## src/rtl/mem_access_if.sv

```systemverilog
// Bundle between the memory-stage access engine, the EX/MEM + MEM/WB pipeline fields
// and the byte-wide synchronous RAM.
interface mem_access_if #(
  parameter int unsigned ADDR_WIDTH = 32
) ();
  logic                  write_i;
  logic [4:0]            regw_addr_i;
  logic [31:0]           regw_data_i;
  logic                  load_i;
  logic                  store_i;
  logic [31:0]           mem_write_data_i;
  logic [2:0]            mem_length_i;
  logic                  mem_signed_i;

  logic [ADDR_WIDTH-1:0] ram_addr_o;
  logic [7:0]            ram_data_o;
  logic                  ram_wr_o;
  logic [7:0]            ram_data_i;

  logic                  stall_req_o;
  logic                  misalign_o;
  logic                  write_o;
  logic [4:0]            regw_addr_o;
  logic [31:0]           regw_data_o;

  modport slave (
    input  write_i, regw_addr_i, regw_data_i, load_i, store_i, mem_write_data_i,
    input  mem_length_i, mem_signed_i, ram_data_i,
    output ram_addr_o, ram_data_o, ram_wr_o, stall_req_o, misalign_o,
    output write_o, regw_addr_o, regw_data_o
  );

  modport master (
    output write_i, regw_addr_i, regw_data_i, load_i, store_i, mem_write_data_i,
    output mem_length_i, mem_signed_i, ram_data_i,
    input  ram_addr_o, ram_data_o, ram_wr_o, stall_req_o, misalign_o,
    input  write_o, regw_addr_o, regw_data_o
  );
endinterface

```

## src/rtl/mem_access.sv

```systemverilog
// Memory-stage access engine: byte-serial little-endian loads/stores to an 8-bit sync RAM.
// Optional misaligned-access trap enabled by defining MEM_ALIGN_CHECK_EN.
module mem_access #(
  parameter int unsigned ADDR_WIDTH = 32
) (
  input logic          clock,
  input logic          reset,
  mem_access_if.slave  bus
);

  typedef enum logic [1:0] {StIdle, StRd, StWr, StDone} state_e;

  state_e      state_q, state_d;
  logic [2:0]  cnt_q, cnt_d;
  logic [31:0] buf_q, buf_d;
  logic        is_load_q, is_load_d;
  logic        misalign_q, misalign_d;

  logic [ADDR_WIDTH-1:0] addr;
  logic [ADDR_WIDTH-1:0] byte_addr;
  logic [2:0]            n;
  logic                  is_access;
  logic                  misalign_det;
  logic [31:0]           wdata_sh;
  logic [1:0]            rd_idx;
  logic [31:0]           load_ext;

  logic [ADDR_WIDTH-1:0] ram_addr;
  logic [7:0]            ram_data;
  logic                  ram_wr;
  logic                  stall;
  logic                  misalign;
  logic                  write;
  logic [4:0]            regw_addr;
  logic [31:0]           regw_data;

  assign addr      = bus.regw_data_i[ADDR_WIDTH-1:0];
  assign byte_addr = addr + ADDR_WIDTH'(cnt_q);
  assign is_access = bus.load_i | bus.store_i;
  assign n         = (bus.mem_length_i == 3'd1) ? 3'd1 :
                     (bus.mem_length_i == 3'd2) ? 3'd2 : 3'd4;
  assign wdata_sh  = bus.mem_write_data_i >> {cnt_q, 3'b000};
  assign rd_idx    = 2'(cnt_q - 3'd1);

`ifdef MEM_ALIGN_CHECK_EN
  assign misalign_det = ((n == 3'd2) && addr[0]) || ((n == 3'd4) && (addr[1:0] != 2'b00));
`else
  assign misalign_det = 1'b0;
`endif

  always_comb begin
    unique case (n)
      3'd1:    load_ext = {{24{bus.mem_signed_i & buf_q[7]}}, buf_q[7:0]};
      3'd2:    load_ext = {{16{bus.mem_signed_i & buf_q[15]}}, buf_q[15:0]};
      default: load_ext = buf_q;
    endcase
  end

  always_comb begin
    state_d    = state_q;
    cnt_d      = cnt_q;
    buf_d      = buf_q;
    is_load_d  = is_load_q;
    misalign_d = misalign_q;
    ram_addr   = '0;
    ram_data   = 8'h00;
    ram_wr     = 1'b0;
    stall      = 1'b0;
    misalign   = 1'b0;
    write      = bus.write_i;
    regw_addr  = bus.regw_addr_i;
    regw_data  = bus.regw_data_i;

    unique case (state_q)
      StIdle: begin
        cnt_d      = 3'd0;
        misalign_d = 1'b0;
        if (is_access) begin
          // A simultaneous load and store is handled as a load.
          is_load_d = bus.load_i;
          write     = 1'b0;
          if (misalign_det) begin
            misalign_d = 1'b1;
            state_d    = StDone;
          end else begin
            stall    = 1'b1;
            cnt_d    = 3'd1;
            ram_addr = addr;
            if (bus.load_i) begin
              state_d = StRd;
            end else begin
              ram_wr   = 1'b1;
              ram_data = bus.mem_write_data_i[7:0];
              state_d  = (n == 3'd1) ? StDone : StWr;
            end
          end
        end
      end
      StRd: begin
        stall = 1'b1;
        write = 1'b0;
        buf_d[{rd_idx, 3'b000} +: 8] = bus.ram_data_i;
        if (cnt_q < n) begin
          ram_addr = byte_addr;
          cnt_d    = cnt_q + 3'd1;
        end else begin
          state_d = StDone;
        end
      end
      StWr: begin
        stall    = 1'b1;
        write    = 1'b0;
        ram_wr   = 1'b1;
        ram_addr = byte_addr;
        ram_data = wdata_sh[7:0];
        cnt_d    = cnt_q + 3'd1;
        if (cnt_q == n - 3'd1) begin
          state_d = StDone;
        end
      end
      StDone: begin
        write    = bus.write_i & ~misalign_q;
        misalign = misalign_q;
        if (is_load_q && !misalign_q) begin
          regw_data = load_ext;
        end
        // The request is still on the inputs here; returning to idle must not restart it.
        state_d = StIdle;
      end
      default: state_d = StIdle;
    endcase

    if (reset) begin
      ram_addr  = '0;
      ram_data  = 8'h00;
      ram_wr    = 1'b0;
      stall     = 1'b0;
      misalign  = 1'b0;
      write     = 1'b0;
      regw_addr = 5'd0;
      regw_data = 32'h0;
    end
  end

  always_ff @(posedge clock or posedge reset) begin
    if (reset) begin
      state_q    <= StIdle;
      cnt_q      <= 3'd0;
      buf_q      <= 32'h0;
      is_load_q  <= 1'b0;
      misalign_q <= 1'b0;
    end else begin
      state_q    <= state_d;
      cnt_q      <= cnt_d;
      buf_q      <= buf_d;
      is_load_q  <= is_load_d;
      misalign_q <= misalign_d;
    end
  end

  assign bus.ram_addr_o  = ram_addr;
  assign bus.ram_data_o  = ram_data;
  assign bus.ram_wr_o    = ram_wr;
  assign bus.stall_req_o = stall;
  assign bus.write_o     = write;
  assign bus.regw_addr_o = regw_addr;
  assign bus.regw_data_o = regw_data;
`ifdef MEM_ALIGN_CHECK_EN
  assign bus.misalign_o  = misalign;
`else
  assign bus.misalign_o  = 1'b0;
`endif

endmodule

```

## src/flat_wrapper.sv

```systemverilog
// flat-port wrapper written by rule: the top's interface ports become plain ports
module mem_access_flat 
#(
  parameter int unsigned ADDR_WIDTH = 32
)
  (clock, reset, bus_write_i, bus_regw_addr_i, bus_regw_data_i, bus_load_i, bus_store_i, bus_mem_write_data_i, bus_mem_length_i, bus_mem_signed_i, bus_ram_data_i, bus_ram_addr_o, bus_ram_data_o, bus_ram_wr_o, bus_stall_req_o, bus_misalign_o, bus_write_o, bus_regw_addr_o, bus_regw_data_o);
  mem_access_if #(.ADDR_WIDTH(ADDR_WIDTH)) bus_i ();
  input logic clock;
  input logic reset;
  input wire logic [$bits(bus_i.write_i)-1:0] bus_write_i;
  input wire logic [$bits(bus_i.regw_addr_i)-1:0] bus_regw_addr_i;
  input wire logic [$bits(bus_i.regw_data_i)-1:0] bus_regw_data_i;
  input wire logic [$bits(bus_i.load_i)-1:0] bus_load_i;
  input wire logic [$bits(bus_i.store_i)-1:0] bus_store_i;
  input wire logic [$bits(bus_i.mem_write_data_i)-1:0] bus_mem_write_data_i;
  input wire logic [$bits(bus_i.mem_length_i)-1:0] bus_mem_length_i;
  input wire logic [$bits(bus_i.mem_signed_i)-1:0] bus_mem_signed_i;
  input wire logic [$bits(bus_i.ram_data_i)-1:0] bus_ram_data_i;
  output wire logic [$bits(bus_i.ram_addr_o)-1:0] bus_ram_addr_o;
  output wire logic [$bits(bus_i.ram_data_o)-1:0] bus_ram_data_o;
  output wire logic [$bits(bus_i.ram_wr_o)-1:0] bus_ram_wr_o;
  output wire logic [$bits(bus_i.stall_req_o)-1:0] bus_stall_req_o;
  output wire logic [$bits(bus_i.misalign_o)-1:0] bus_misalign_o;
  output wire logic [$bits(bus_i.write_o)-1:0] bus_write_o;
  output wire logic [$bits(bus_i.regw_addr_o)-1:0] bus_regw_addr_o;
  output wire logic [$bits(bus_i.regw_data_o)-1:0] bus_regw_data_o;
  assign bus_i.write_i = bus_write_i;
  assign bus_i.regw_addr_i = bus_regw_addr_i;
  assign bus_i.regw_data_i = bus_regw_data_i;
  assign bus_i.load_i = bus_load_i;
  assign bus_i.store_i = bus_store_i;
  assign bus_i.mem_write_data_i = bus_mem_write_data_i;
  assign bus_i.mem_length_i = bus_mem_length_i;
  assign bus_i.mem_signed_i = bus_mem_signed_i;
  assign bus_i.ram_data_i = bus_ram_data_i;
  assign bus_ram_addr_o = bus_i.ram_addr_o;
  assign bus_ram_data_o = bus_i.ram_data_o;
  assign bus_ram_wr_o = bus_i.ram_wr_o;
  assign bus_stall_req_o = bus_i.stall_req_o;
  assign bus_misalign_o = bus_i.misalign_o;
  assign bus_write_o = bus_i.write_o;
  assign bus_regw_addr_o = bus_i.regw_addr_o;
  assign bus_regw_data_o = bus_i.regw_data_o;
  mem_access #(.ADDR_WIDTH(ADDR_WIDTH)) u_core (.clock(clock), .reset(reset), .bus(bus_i));
endmodule
```

## config.mk

```make
export PLATFORM = sky130hd
export DESIGN_NAME = mem_access_flat
export DESIGN_NICKNAME = d
export VERILOG_FILES = /design/src/rtl/mem_access_if.sv /design/src/rtl/mem_access.sv /design/src/flat_wrapper.sv
export SDC_FILE = /design/constraint.sdc
export NUM_CORES = 1
export LEC_CHECK = 0
export CAP_MARGIN = 5
export CORE_MARGIN = 4
export CORE_UTILIZATION = 60
export DETAILED_ROUTE_END_ITERATION = 7
export DONT_BUFFER_PORTS = 1
export PLACE_DENSITY_LB_ADDON = 0.25
export SLEW_MARGIN = 5
export SYNTH_ARGS = -nofsm -noshare
export SYNTH_HDL_FRONTEND = slang
export SYNTH_SLANG_ARGS = --single-unit
```

## constraint.sdc

```tcl
create_clock -name clock -period 4.9 [get_ports clock]
set_input_delay 0.98 -clock clock [delete_from_list [all_inputs] [get_ports clock]]
set_output_delay 0.98 -clock clock [all_outputs]
set_load 0.02 [all_outputs]
```

Word level (Yosys, flattened, before mapping)
Index checks and enable logic that the tools add are counted.
- output and inout port bits: 81
- logic and storage cells: 69
- register bits: 38
- input port bits: 86
- reduce and logical (&&, ||, !) cells: 6
- order comparisons: 1
- shift operators: 3
- equal/unequal tests: 12
- bitwise operators: 3
- add/sub/neg operators: 5
- muxes and demuxes: 35
- operator list (kind ; number):
    $mux W32 ; 6
    $pmux W32 S3 ; 1
    $pmux W32 S2 ; 1
    $add A32 B3 Y32 ; 1
    $bwmux W32 ; 1
    $shift A8 B7 Y32 const A ; 1
    $shiftx A8 B7 Y32 ; 1
    $shr A32 B6 Y8 ; 1
    $mux W8 ; 3
    $pmux W8 S2 ; 1
    $mux W1 ; 9
    $mux W3 ; 3
    $pmux W3 S3 ; 1
    $mux W2 ; 4
    $pmux W2 S4 ; 1
    $neg A5 Y7 ; 1
    $eq A3 B1 Y1 const B ; 2
    $eq A3 B2 Y1 const B ; 2
    $ne A2 B1 Y1 const B ; 3
    $mux W5 ; 1
    $eq A2 B2 Y1 const B ; 2
    $pmux W1 S2 ; 2
    $reduce_and A2 Y1 ; 2
    $add A3 B1 Y3 const B ; 1
    13 further kinds ; 14

Depth between registers and ports, before layout
- depth after elaboration: 8
- gate-level depth with buffers: 12
- gate-level depth less buffers: 9

Worst setup path before layout
No wires, ideal clock.
- kind: in2out
- start point: in reset
- end point: out bus_ram_addr_o[20]
- path slack: 0.446 ns
- arrival time: 3.474 ns
- buffers on the path: 2
- stages on the path: 5
- required time: 3.920 ns
- cells stage by stage: inv_1 -> clkbuf_1 -> nand3_1 -> clkbuf_1 -> a31oi_1
- word-level cells in the longest chain between the ends: 1
- RTL lines (what ; RTL line ; text):
    start, declared ; flat_wrapper.sv:9 ; input logic reset;
    $mux W32 ; mem_access.sv:133 ; if (reset) begin
    end, declared ; flat_wrapper.sv:19 ; output wire logic [$bits(bus_i.ram_addr_o)-1:0] bus_ram_addr_o;
Every way passes these cells.

Final worst setup path
- start point: in bus_mem_length_i[0]
- end point: out bus_ram_addr_o[22]
- word-level cells in the longest chain between the ends: 7
- elaborated cells on any way between the ends: 8
- those cells by class: order compare (1); eq/ne (2); mux (5)
- RTL lines (what ; RTL line ; text):
    start, declared ; flat_wrapper.sv:16 ; input wire logic [$bits(bus_i.mem_length_i)-1:0] bus_mem_length_i;
    $eq A3 B2 Y1 ; mem_access.sv:41 ; (bus.mem_length_i == 3'd2) ? 3'd2 : 3'd4;
    $mux W3 ; mem_access.sv:41 ;
    $mux W3 (*) ; mem_access.sv:40 ; assign n = (bus.mem_length_i == 3'd1) ? 3'd1 :
    $lt A3 B3 Y1 (*) ; mem_access.sv:103 ; if (cnt_q < n) begin
    $mux W32 (*) ; mem_access.sv:103 ;
    $pmux W32 S3 (*) ; mem_access.sv:74 ; unique case (state_q)
    $mux W32 (*) ; mem_access.sv:133 ;
Every way passes the cells marked *; elsewhere a longest branch is shown, timed or not.

==> flow_metrics.py <==
metrics = {
    "clock_network": {
        "numCtsBuffers": 5,
        "cts_tree": "built",
        "clk_latency_ns": 0.30,
        "clockBufferDepth": 2,
        "postCtsHoldBufs": 0,
        "cts_resized": 0,
        "postCtsSetupRepairBufs": 0,
        "clk_pin_slew_worst_paths_ns": 0.08,
        "cts_sinks": 38,
        "cts_max_level": 2,
        "cts_root_buf": "clkbuf_8",
    },
    "sta": {
        "finalWorstSetupSlack_ns": 0.294,
        "tns_ns": 0,
        "fin_skew_ns": 0.00500,
        "finalSetupViolCount": 0,
        "fmax_ghz": 0.217,
        "relSlewSlack_pct": 33.7,
        "fin_hold_ws_ns": 0.515,
        "hold_viol_final": 0,
        "rsz0062_at_grt": "false",
        "slew_violations": 0,
        "finalCriticalPeriod_ns": 4.61,
        "finalCritPeriodShare_pct": 94.0,
        "worst_pin_slew_ns": 0.994,
    },
    "logic_synthesis": {
        "synth_mux_area_share_pct": 5.82,
        "synth-warning-count": 0,
        "synthSimpleGateAreaFrac_pct": 19.6,
        "ys_ff_latch": 38,
        "synth-xor-area-share_pct": 0.230,
        "synthArstFlopShare_pct": 100,
        "synth_top_family_by_area": "compound AO/OA/AOI/OAI gates",
        "seq_area_frac_synth_pct": 25.0,
        "synth_edf_count": 0,
        "synth_ff_type": "dfrtp_1",
        "yosysTopAreaCell": "dfrtp_1",
        "synthCells": 474,
        "synthesis.area_um2": 3800,
        "synthAdderAreaFrac_pct": 6.12,
        "syn-num-nets": 578,
        "synthTopCellsByArea": "dfrtp_1 (25%), a22o_1 (7.6%), a21oi_1 (6.2%)",
        "yosys.cell_types.count": 60,
        "synth_top_area_share_pct": 25.0,
        "synth_compound_gate_area_share_pct": 37.1,
        "syn_area_per_cell_um2": 8.02,
    },
    "cells_and_area": {
        "syn2layout_area_growth_pct": 7.93,
        "fill_cells": 516,
        "final_cells": 563,
        "nNetsFinal": 591,
        "antenna_cells": 0,
        "drive_gt1_share_pct": 13.3,
        "fin_util_pct": 68.1,
    },
    "global_route": {
        "antenna_found_initial": 0,
        "grt_remaining_overflow": 0,
        "grt_pass1_wl_um": 19300,
        "grt_pass1_vias": 3654,
        "grt_use_total_pct": 31.9,
        "grt_max_degree": 48,
    },
    "power": {
        "p_leak_nw": 1.73,
        "p_per_area_nw_per_um2": 540,
        "max-vdd-ir-drop_uv": 330,
    },
    "route": {
        "wl_per_cell_um": 22.5,
        "vias_per_cell": 7.33,
        "antenna_left": 0,
        "finalWirelength_um": 12600,
        "dr.pass1.iters": 5,
        "drtIter0Drc": 334,
        "route.detailed.drc": 0,
        "dr_total_vias": 4127,
    },
    "setup_path": {
        "critPathKind": "input pin to output pin",
        "worst_path_max_delay_cell": "a21oi_4",
        "r2r_slack_ns": 2.44,
        "required_ns": 3.92,
        "cp_max_fo": 28,
        "path_buf_inv": 1,
        "cp_top_family": "simple AND/OR/NAND/NOR gates",
        "start_kind": "input pin",
        "cp_slowest_stage_delay_ns": 0.60,
        "worstSetupEndpointType": "output pin",
        "arrival_ns": 3.63,
        "worstPathCellList": "nand2b_1 > or2_2 > ha_1 > nor2b_1 > or3b_1 > a21oi_4 > a41oi_1 > a31oi_1 > buf_4",
    },
    "run_status": {
        "status": "finished, final reports clean",
    },
    "place": {
        "hpwl_um": 9600,
        "placed_cells": 555,
        "place.gp.congestion": 0.938,
        "io_buffer_count": 0,
        "dpl_worst_slack_ns": 0.376,
    },
    "floorplanning": {
        "die_w_um": 87.6,
        "dieArea_um2": 7670,
        "fp-row-count": 28,
        "die_height_um": 87.6,
        "initial_core_util_pct": 63.1,
        "core_um2": 6030,
        "ioPinCount": 167,
    },
    "worst_hold_path": {
        "min_path_type": "flip-flop to flip-flop",
    },
    "job": {
        "maxCapViolations": 0,
    },
}
-- state kept, by name (all words and copies together), names as in the netlist --
name,count
u_core.state_q,2
u_core.cnt_q,3
u_core.is_load_q,1
u_core.buf_q,32
-- logic make-up after synthesis --
family	Yosys count
flops	38
buf+inv	49
simple gates	150
mux	12
fa+ha+maj	18
compound gates	205
xor+xnor	1
other cells	1
-- cells in the mapped netlist (all sizes together) (4+ instances only) --
| cell | count |
|---|---|
| a211oi | 4 |
| a21o | 6 |
| a21oi | 49 |
| a22o | 33 |
| a22oi | 10 |
| a311oi | 8 |
| a31oi | 27 |
| a41oi | 7 |
| and3 | 4 |
| and4 | 4 |
| buf | 12 |
| clkbuf | 19 |
| dfrtp | 38 |
| ha | 17 |
| inv | 18 |
| mux4 | 8 |
| nand2 | 60 |
| nand2b | 5 |
| nand3 | 11 |
| nand4 | 6 |
| nor2 | 33 |
| nor2b | 9 |
| o211ai | 19 |
| o21ai | 28 |
-- stage by stage --
| stage | area [um2] | power [mW] |
|---|---|---|
| floorplan | 3800 | 1.67 |
| CTS | 4100 | 2.19 |
| global placement | 4010 | 1.92 |
| global route | 4100 | 2.37 |
| detailed placement | 4010 | 1.97 |
| finish | 4100 | 2.22 |
-- worst register-to-register path, stage by stage (launching register included) --
cell and delay (ns):
dfrtp_1 0.74, inv_1 0.31, ha_1 0.48, nor4b_2 0.64, a22o_1 0.24
-- cells in the final DEF, fill, tap and decap left out, types with 2 or more instances in the layout --
master    instances
a211o_1           2
nand2b_1          5
o31a_1            3
o21ai_1          12
and3_1            4
o211ai_1         19
dfrtp_1          38
and2_1            3
clkbuf_8          5
nand3_1          11
nor2b_1           9
a21o_1            5
nor4_2            3
buf_4            37
a21oi_1          47
a31oi_1          27
ha_1             17
a22o_1           33
or2_2             2
a211oi_1          4
nand2_1          59
o21ai_0          16
nand4_1           5
mux2i_1           3
and4_1            4
nor3_1            2
mux4_2            8
inv_1            18
a22oi_1          10
a311oi_1          8
nor2_1           32
a41oi_1           7
nor3b_1           2
-- report_power, final --
| group | leakage, nW | total (mW) | internal (mW) | switching (mW) |
|---|---|---|---|---|
| Clock | 0.0441 | 0.219 | 0.100 | 0.119 |
| Sequential | 0.508 | 0.543 | 0.437 | 0.105 |
| Combinational | 1.18 | 1.45 | 0.537 | 0.918 |
| Total | 1.73 | 2.22 | 1.07 | 1.14 |
-- area by class of cell --
class	count	area (um2)	area share [%]
well taps	75	93.8	2.29
multi-input cells	387	2620	63.9
clock inverters	3	21.3	0.518
inverters	18	67.6	1.65
flip-flops and latches	38	951	23.2
repair buffers	37	278	6.77
clock buffers	5	68.8	1.68
-- layer usage --
layer	up-vias	global-route usage [%]	routed length, um
met5	-	0	0
met4	0	10.7	367
met3	35	6.30	1630
met2	321	49.0	5660
met1	1930	45.2	4980
li1	1841	-	-
-- final timing paths --
kind	start	endpoint	cells past startpoint
min in group asynchronous	reset	u_core.state_q[0]	2
hold reg to reg	u_core.buf_q[11]	u_core.buf_q[11]	1
setup reg to reg	u_core.cnt_q[1]	u_core.buf_q[9]	4
hold / removal	u_core.buf_q[11]	u_core.buf_q[11]	1
max in group asynchronous	reset	u_core.buf_q[4]	2
setup / recovery	bus_mem_length_i[0]	bus_ram_addr_o[22]	9
Power figures use the tool's default switching activity.
